`src/rtl/tsi_pkg.sv`:
```
// Shared TSI channel constants, command encodings and arbiter state type.
package tsi_pkg;

    localparam int unsigned TSI_W       = 32;
    localparam int unsigned HDR_WORDS   = 5;
    localparam int unsigned HDR_LEN_LO  = 3;

    localparam logic [TSI_W-1:0] TSI_CMD_READ  = 32'd0;
    localparam logic [TSI_W-1:0] TSI_CMD_WRITE = 32'd1;

    typedef enum logic [1:0] {
        IDLE,
        HDR,
        WDATA,
        RDATA
    } tsi_state_e;

endpackage

```
`src/rtl/rr_arbiter.sv`:
```
// Combinational round-robin picker: searches upward from ptr_i+1 with wrap-around.
module rr_arbiter #(
    parameter int unsigned NREQ = 2,
    parameter int unsigned IDW  = (NREQ > 1) ? $clog2(NREQ) : 1
) (
    input  logic [NREQ-1:0] req_i,
    input  logic [IDW-1:0]  ptr_i,
    output logic [NREQ-1:0] gnt_o,
    output logic [IDW-1:0]  idx_o
);

    logic           found;
    logic [IDW-1:0] cidx;

    always_comb begin
        gnt_o = '0;
        idx_o = '0;
        found = 1'b0;
        cidx  = '0;
        for (int unsigned k = 1; k <= NREQ; k++) begin
            cidx = IDW'((32'(ptr_i) + k) % NREQ);
            if (!found && req_i[cidx]) begin
                found       = 1'b1;
                gnt_o[cidx] = 1'b1;
                idx_o       = cidx;
            end
        end
    end

endmodule

```
`src/rtl/tsi_link_arbiter.sv`:
```
// Shares one TSI target channel among NREQ requesters, switching owner only at
// packet boundaries and steering read responses back to the issuing requester.
module tsi_link_arbiter
    import tsi_pkg::*;
#(
    parameter int unsigned NREQ = 2,
    parameter int unsigned IDW  = (NREQ > 1) ? $clog2(NREQ) : 1
) (
    input  logic                  clock,
    input  logic                  reset,
    input  logic [NREQ-1:0]       host_req_valid,
    output logic [NREQ-1:0]       host_req_ready,
    input  logic [NREQ*TSI_W-1:0] host_req_bits,
    output logic [NREQ-1:0]       host_resp_valid,
    input  logic [NREQ-1:0]       host_resp_ready,
    output logic [NREQ*TSI_W-1:0] host_resp_bits,
    output logic                  tgt_req_valid,
    input  logic                  tgt_req_ready,
    output logic [TSI_W-1:0]      tgt_req_bits,
    input  logic                  tgt_resp_valid,
    output logic                  tgt_resp_ready,
    input  logic [TSI_W-1:0]      tgt_resp_bits,
    output logic [IDW-1:0]        owner,
    output logic                  busy,
    output logic                  err
);

    tsi_state_e       state_q;
    logic [IDW-1:0]   owner_q;
    logic [IDW-1:0]   rr_ptr_q;
    logic [2:0]       hdr_cnt_q;
    logic [TSI_W-1:0] data_cnt_q;
    logic [TSI_W-1:0] cmd_q;
    logic             err_q;

    logic [NREQ-1:0]  grant_vec;
    logic [IDW-1:0]   grant_idx;
    logic [TSI_W-1:0] req_word [NREQ];
    logic             req_xfer;
    logic             resp_xfer;

    rr_arbiter #(
        .NREQ (NREQ),
        .IDW  (IDW)
    ) u_rr (
        .req_i (host_req_valid),
        .ptr_i (rr_ptr_q),
        .gnt_o (grant_vec),
        .idx_o (grant_idx)
    );

    always_comb begin
        for (int unsigned i = 0; i < NREQ; i++) begin
            req_word[i] = host_req_bits[i*TSI_W +: TSI_W];
        end
    end

    always_comb begin
        tgt_req_valid   = 1'b0;
        tgt_req_bits    = req_word[owner_q];
        host_req_ready  = '0;
        tgt_resp_ready  = 1'b0;
        host_resp_valid = '0;
        host_resp_bits  = {NREQ{tgt_resp_bits}};
        case (state_q)
            HDR, WDATA: begin
                tgt_req_valid           = host_req_valid[owner_q];
                host_req_ready[owner_q] = tgt_req_ready;
            end
            RDATA: begin
                tgt_resp_ready           = host_resp_ready[owner_q];
                host_resp_valid[owner_q] = tgt_resp_valid;
            end
            default: ;
        endcase
    end

    assign req_xfer  = tgt_req_valid && tgt_req_ready;
    assign resp_xfer = tgt_resp_valid && tgt_resp_ready;

    // data_cnt holds len_lo and the beat taken at zero is the last, so 2^32 beats fit in 32 bits.
    always_ff @(posedge clock or posedge reset) begin
        if (reset) begin
            state_q    <= IDLE;
            owner_q    <= '0;
            rr_ptr_q   <= IDW'(NREQ - 1);
            hdr_cnt_q  <= '0;
            data_cnt_q <= '0;
            cmd_q      <= '0;
            err_q      <= 1'b0;
        end else begin
            case (state_q)
                IDLE: begin
                    if (|grant_vec) begin
                        owner_q  <= grant_idx;
                        rr_ptr_q <= grant_idx;
                        state_q  <= HDR;
                    end
                end
                HDR: begin
                    if (req_xfer) begin
                        if (hdr_cnt_q == 3'd0) begin
                            cmd_q <= tgt_req_bits;
                            if (tgt_req_bits > TSI_CMD_WRITE) begin
                                err_q <= 1'b1;
                            end
                        end
                        if (hdr_cnt_q == 3'(HDR_LEN_LO)) begin
                            data_cnt_q <= tgt_req_bits;
                        end
                        if (hdr_cnt_q == 3'(HDR_WORDS - 1)) begin
                            hdr_cnt_q <= '0;
                            case (cmd_q)
                                TSI_CMD_READ:  state_q <= RDATA;
                                TSI_CMD_WRITE: state_q <= WDATA;
                                default:       state_q <= IDLE;
                            endcase
                        end else begin
                            hdr_cnt_q <= hdr_cnt_q + 3'd1;
                        end
                    end
                end
                WDATA: begin
                    if (req_xfer) begin
                        if (data_cnt_q == '0) begin
                            state_q <= IDLE;
                        end else begin
                            data_cnt_q <= data_cnt_q - 1'b1;
                        end
                    end
                end
                RDATA: begin
                    if (resp_xfer) begin
                        if (data_cnt_q == '0) begin
                            state_q <= IDLE;
                        end else begin
                            data_cnt_q <= data_cnt_q - 1'b1;
                        end
                    end
                end
                default: state_q <= IDLE;
            endcase
        end
    end

    assign owner = owner_q;
    assign busy  = (state_q != IDLE);
    assign err   = err_q;

endmodule

```
`config.mk`:
```
export PLATFORM = sky130hd
export DESIGN_NAME = tsi_link_arbiter
export DESIGN_NICKNAME = d
export VERILOG_FILES = /design/src/rtl/tsi_pkg.sv /design/src/rtl/rr_arbiter.sv /design/src/rtl/tsi_link_arbiter.sv
export SDC_FILE = /design/constraint.sdc
export NUM_CORES = 1
export LEC_CHECK = 0
export BUFFER_PORTS_ARGS = -buffer_cell sky130_fd_sc_hd__buf_2
export CORE_ASPECT_RATIO = 0.9
export CORE_MARGIN = 3
export CORE_UTILIZATION = 45
export DETAILED_ROUTE_END_ITERATION = 8
export PLACE_DENSITY = 0.76
export SYNTH_ARGS = -nofsm -noshare
export SYNTH_HDL_FRONTEND = slang
export SYNTH_SLANG_ARGS = --single-unit
export TNS_END_PERCENT = 10
```
`constraint.sdc`:
```
create_clock -name clock -period 7.95 [get_ports clock]
set_input_delay 2.385 -clock clock [delete_from_list [all_inputs] [get_ports clock]]
set_output_delay 2.385 -clock clock [all_outputs]
set_load 0.005 [all_outputs]
```
==> results of run 1 <==
==> metal layers <==
layer	global-route usage, %	up-vias
met3	7.74	23
met1	30.2	2115
met4	6.14	0
met2	34.2	239
li1	-	2064
met5	0	-
==> sequential cells by signal, indices dropped and copies added, names as in the netlist <==
name	flops
owner	1
hdr_cnt_q	3
data_cnt_q	32
cmd_q	32
err	1
state_q	2
rr_ptr_q	1
==> worst max-delay path, delay by kind of cell <==
kind	cells	cell delay [ps]
buffers and inverters	3	500
multiplexers	1	440
==> report_power, final <==
part / switching (µW) / internal, µW
clock: 152 / 259
combinational: 411 / 360
sequential: 214 / 544
total: 776 / 1160
==> how the worst max path moves through the flow <==
stage,endpoint,slack [ps],depth (start not counted)
2_1_floorplan,tgt_req_bits[30],2890,2
3_3_place_gp,tgt_req_bits[21],2240,4
3_5_place_dp,tgt_req_bits[21],2270,4
4_1_cts,tgt_req_bits[21],2280,4
5_1_grt,tgt_req_bits[21],2240,4
6_report,tgt_req_bits[21],2250,4
==> kinds of logic (layout without fill, tap and decap cells) <==
family                   count (synthesis)  after routing  share of synthesized area, %
AND/OR/NAND/NOR                        164            164                          17.6
AO/OA/AOI/OAI                          136            136                          18.4
buffers and inverters                  128            163                          14.9
flip-flops                              72             72                          36.0
multiplexers                            50             50                          10.8
adder cells (fa/ha/maj)                  9              9                          2.25
==> through the flow <==
| stage | cell area [µm²] | std cells | setup WS [ps] |
|---|---|---|---|
| 6_report | 5460 | 742 | 2250 |
| 4_1_cts | 5460 | 742 | 2280 |
| 3_3_place_gp | 5160 | 726 | 2240 |
| 3_5_place_dp | 5160 | 726 | 2270 |
| 5_1_grt | 5460 | 742 | 2240 |
| 2_1_floorplan | 5000 | 559 | 2890 |
==> cells in the final DEF (no fill, tap or decap), types with 20 or more instances in the layout <==
cell,count
buf_2,112
mux2i_1,20
inv_1,29
nor4_1,21
dfrtp_1,70
a21oi_1,20
mux2_2,29
nor2_1,25
o21ai_0,34
nand2_1,45
==> Yosys cell counts, types with 8 or more instances <==
master     number  area [µm²]
dfrtp_1        71        1780
buf_4          64         480
nand2_1        45         169
o21ai_0        34         170
inv_1          30         113
mux2_2         29         327
nor2_1         26        97.6
clkbuf_1       23        86.3
nor4_1         21         131
a21oi_1        20         100
mux2i_1        20         200
a31oi_1        17         106
nand3_1        15        75.1
nor3_1         12        60.1
o2bb2ai_1      12         105
a22oi_1         9        67.6
ha_1            9         113
nand4_1         9        56.3
buf_2           8        40.0
==> cell type report <==
type / count / area (µm²) / share of cell area [%]
multi-input cells: 359 / 2460 / 45.0
flip-flops and latches: 72 / 1800 / 33.0
repair buffers: 117 / 598 / 10.9
clock buffers: 11 / 253 / 4.63
well taps: 148 / 185 / 3.39
inverters: 30 / 113 / 2.06
clock inverters: 5 / 55.1 / 1.01
==> summary.md, run 1 <==
| Metric | Value |
|---|---|
| H-tree depth | 3 |
| Hold path depth | 1 |
| Starting Density | 47.4% |
| F_max | 175 MHz |
| Gr usage total | 22.4% |
| Layout cells sized above 1 | 29.3% |
| Wire length on met3 | 1.41 mm |
| Hold Crit Class | reg -> reg |
| Die width | 117 µm |
| TritonRoute pass-1 iters | 5 |
| Max-cap violation count | 0 |
| Routed WL per cell | 18.7 µm |
| Most used cell, CP | buf_2 |
| RSZ-0062 raised after global routing | no |
| Worst-path fanout max | 3 |
| Via-to-Cell Ratio | 5.99 |
| Async SR Flop Fraction | 100% |
| WP data arrival | 3320 ps |
| Reg-to-Reg End | data_cnt_q[27]$_DFFE_PP0P_ |
| CTS tree | built |
| Pwr Total | 1940 µW |
| Cells on worst reg2reg path | 6 |
| Post-DP HPWL | 10.1 mm |
| Primary FF master, synth | dfrtp_1 |
| Wire length on met1 | 5.77 mm |
| Initial antenna violation count | 0 |
| Rows | 35 |
| Critical-path top delay cell | mux2i_1 |
| Worst skew pair latency | 330 ps |
| Beginning of the worst hold path | err$_DFFE_PP0P_ |
| Pin count of the biggest net entering global routing | 73 |
| Worst vdd ir | 0.138 mV |
| Clock sinks | 72 |
| CP cell instances | buf_2 > mux2i_1 > inv_1 > buf_2 |
| # setup viols final | 0 |
| Syn Nets | 672 |
| Post-CTS Resized | 0 |
| Highest metal layer with signal wires | met4 |
| Gpl congestion | 0.887 |
| Seq/Total Area, Yosys | 36.0% |
| Root Buffer | clkbuf_16 |
| PwrDens | 355 nW/µm² |
| Final nets | 702 |
| DR vias | 4441 |
| Synth Warn # | 0 |
| Hold slack | 478 ps |
| Die height | 106 µm |
| Hold worst-path end | err$_DFFE_PP0P_ |
| DIE AREA | 12400 µm² |
| Post-CTS setup buffer count | 0 |
| Crit Path Category | in -> out |
| Fin. Hold Viols | 0 |
| Deepest clock path buffer count | 2 |
| I/O Buffers | 112 |
| Initial drt markers | 431 |
| Status | finished, final reports clean |
| CTS Hold Buffers Added | 0 |
| Leak | 0.00246 µW |
| WP data required | 5570 ps |
| Slew Viols, Final | 0 |
| Worst R2R Setup Slack | 4730 ps |
| WL final | 13.8 mm |
| R2r startpoint | owner$_DFFE_PP0P_ |
| Drc violations | 0 |
| CP startpoint kind | primary input |
| Endpoint class of the critical path | output pin |
| ANT nets after route | 0 |
| Clk_skew | 8.75 ps |
| Post-synthesis cell type count | 53 |
| CORE AREA | 10600 µm² |
| CTS buffer count | 9 |
| Layout filler cell count | 970 |
| Slowest stage delay, CP | 440 ps |
| Met2 wire len | 6.44 mm |
| Setup TNS | 0 ps |
| IO Count | 209 |
| Diodes inserted | 0 |
| Post-synthesis register bit count | 72 |
| Final core utilization | 51.8% |
| EDFF count, synth | 0 |
| Synthesized area | 5000 µm² |
| First-pass GRT wire length | 22.1 mm |
| Mapped Avg Cell Area | 8.95 µm² |
| Area grow syn2layout | 9.23% |
| Crit path time final | 5700 ps |
| Worst slew pin tran | 1040 ps |
| Slew margin rel. | 31.0% |
| CP startpoint | host_req_bits[53] |
| Vias in the first global route | 4174 |
| Remaining global-route overflow | 0 |
| Worst-path clk slew | 50 ps |
| Period utilization | 71.8% |
| Synthesized instance count | 559 |
(Power assumes the default switching activity.)
==> run 2: changes to the inputs <==
CORE_UTILIZATION = 44   (was 45)
PLACE_DENSITY = 0.77   (was 0.76)
clock period = 4.85 ns   (was 7.95 ns; I/O delays follow)
==> summary.md, run 2 (synthesis gave the netlist of run 1 again) <==
| Metric | Value |
|---|---|
| DR vias | 4563 (+2.7%) |
| CTS tree | built |
| WL final | 14.1 mm (+1.9%) |
| Diodes inserted | 0 (unchanged) |
| Combinational Power Share | 40.0% (+0.2 points) |
| Share of power burned in registers | 38.3% (-0.8 points) |
| Worst-path clk slew | 60 ps (about the same) |
| IO Count | 209 (unchanged) |
| Starting Density | 45.7% (-1.7 points) |
| Cells on worst reg2reg path | 6 (unchanged) |
| Clock sinks | 72 (unchanged) |
| Period utilization | 77.5% |
| Largest registers | cmd_q x32, data_cnt_q x32, hdr_cnt_q x3 |
| Slew margin rel. | 32.1% (+1.2 points) |
| Gr usage total | 21.6% (-0.81 points) |
| RSZ-0062 raised after global routing | no |
| Beginning of the worst hold path | err$_DFFE_PP0P_ |
| Hold worst-path end | err$_DFFE_PP0P_ |
| Leak | 0.00249 µW (+1.5%) |
| Slew Viols, Final | 0 (unchanged) |
| Pwr Total | 3260 µW (+68%) |
| Crit path time final | 3760 ps |
| DIE AREA | 12700 µm² (+2.2%) |
| Initial drt markers | 578 (+34%) |
| Switching Fraction | 40.3% (+0.22 points) |
| Drc violations | 0 (unchanged) |
| WP data arrival | 2310 ps (-1010 ps) |
| CTS Hold Buffers Added | 0 (unchanged) |
| Reg-to-Reg End | data_cnt_q[26]$_DFFE_PP0P_ |
| H-tree depth | 3 (unchanged) |
| WP data required | 3390 ps (-2180 ps) |
| Post-CTS Resized | 0 (unchanged) |
| Pin count of the biggest net entering global routing | 51 (-30%) |
| Max-cap violation count | 0 (unchanged) |
| Slowest stage delay, CP | 400 ps (-40 ps) |
| Area grow syn2layout | 10.5% |
| I/O Buffers | 112 (unchanged) |
| Non-Filler Instances | 752 (+1.3%) |
| Clk_skew | 6.63 ps (-2.12 ps) |
| Most frequent cells in the layout | buf_2, dfrtp_1, nand2_1, o21ai_0 |
| Most used cell, CP | buf_2 |
| Endpoint class of the critical path | output pin |
| Die width | 118 µm (+1.1%) |
| Status | finished, final reports clean |
| CP startpoint kind | primary input |
| TritonRoute pass-1 iters | 5 (unchanged) |
| F_max | 266 MHz |
| Routed WL per cell | 18.7 µm (+0.50%) |
| Int Pwr | 1950 µW (+68%) |
| Worst skew pair latency | 330 ps (about the same) |
| Rows | 36 (+2.9%) |
| Worst slew pin tran | 1020 ps (-17.6 ps) |
| PwrDens | 590 nW/µm² (+66%) |
| Die height | 107 µm (+1.1%) |
| Deepest clock path buffer count | 2 (unchanged) |
| Post-DP HPWL | 10.2 mm (+0.75%) |
| Most common cell after layout, fill and taps aside | buf_2 |
| Hold path depth | 1 (unchanged) |
| ANT nets after route | 0 (unchanged) |
| Remaining global-route overflow | 0 (unchanged) |
| Placed insts | 736 (+1.4%) |
| Worst vdd ir | 0.240 mV (+74%) |
| Final nets | 708 (+0.85%) |
| R2r startpoint | owner$_DFFE_PP0P_ |
| # setup viols final | 0 (unchanged) |
| First-pass GRT wire length | 22.1 mm (about the same) |
| Critical-path top delay cell | mux2i_1 |
| Worst R2R Setup Slack | 1440 ps (-3290 ps) |
| Fin. Hold Viols | 0 (unchanged) |
| Initial antenna violation count | 0 (unchanged) |
| CORE AREA | 10900 µm² (+3.7%) |
| CP cell instances | buf_2 > mux2i_1 > inv_1 > buf_2 |
| Root Buffer | clkbuf_16 |
| Layout cells sized above 1 | 30.0% (+0.71 points) |
| Sw power | 1310 µW (+69%) |
| Clock power share | 21.7% (+0.5 points) |
| Crit Path Category | in -> out |
| CTS buffer count | 9 (unchanged) |
| Setup TNS | 0 ps (unchanged) |
| Hold Crit Class | reg -> reg |
| Worst-path fanout max | 3 (unchanged) |
| Gpl congestion | 0.880 (-0.81%) |
| Post-CTS setup buffer count | 0 (unchanged) |
| Vias in the first global route | 4322 (+3.5%) |
| Via-to-Cell Ratio | 6.07 (+1.4%) |
run 2: cell type report:
cell class,instances,area (µm²)
Clock buffer,9,225
Clock inverter,7,95.1
Fill cell,989,5420
Inverter,30,113
Multi-Input combinational cell,359,2460
Sequential cell,72,1800
Tap cell,152,190
Timing Repair Buffer,123,643
run 2: power by group through the flow:
stage	registers (µW)	logic (µW)	clock network, µW
after floorplan	1080	1040	0
after global placement	1220	1250	0
after CTS	1240	1300	713
after global routing	1290	1440	742
after detailed placement	1240	1290	0
final	1250	1310	706
run 2: per-stage QoR:
| stage | util [%] | hold slack, ps | cell area [µm²] | worst slack (ps) |
|---|---|---|---|---|
| after floorplan | - | 450 | 5000 | 1570 |
| after global placement | 47.6 | 451 | 5210 | 1060 |
| after detailed placement | 47.6 | 455 | 5210 | 1090 |
| after CTS | 50.5 | 468 | 5530 | 1080 |
| after global routing | 50.5 | 493 | 5530 | 1020 |
| final | 50.5 | 461 | 5530 | 1090 |
run 2: critical path, delay by kind of cell:
family	cells	cell delay, ps
mux	1	400
buf+inv	3	450
run 2: how the worst max path moves through the flow:
stage	startpoint	endpoint	slack (ps)	depth (start not counted)
floorplan	reset	cmd_q[0]$_DFFE_PP0P_	1570	1
global placement	host_req_bits[53]	tgt_req_bits[21]	1060	4
detailed placement	host_req_bits[53]	tgt_req_bits[21]	1090	4
CTS	host_req_bits[53]	tgt_req_bits[21]	1080	4
global route	owner$_DFFE_PP0P_	tgt_req_bits[21]	1020	3
finish	host_req_bits[53]	tgt_req_bits[21]	1090	4
run 2: layer usage:
| metal | up-vias | global-route usage [%] | part of all wire (%) |
|---|---|---|---|
| met5 | - | 0 | 0 |
| met4 | 0 | 7.53 | 2.5 |
| met3 | 50 | 6.43 | 12 |
| met2 | 296 | 34.8 | 46 |
| met1 | 2146 | 27.8 | 40 |
| li1 | 2071 | - | - |
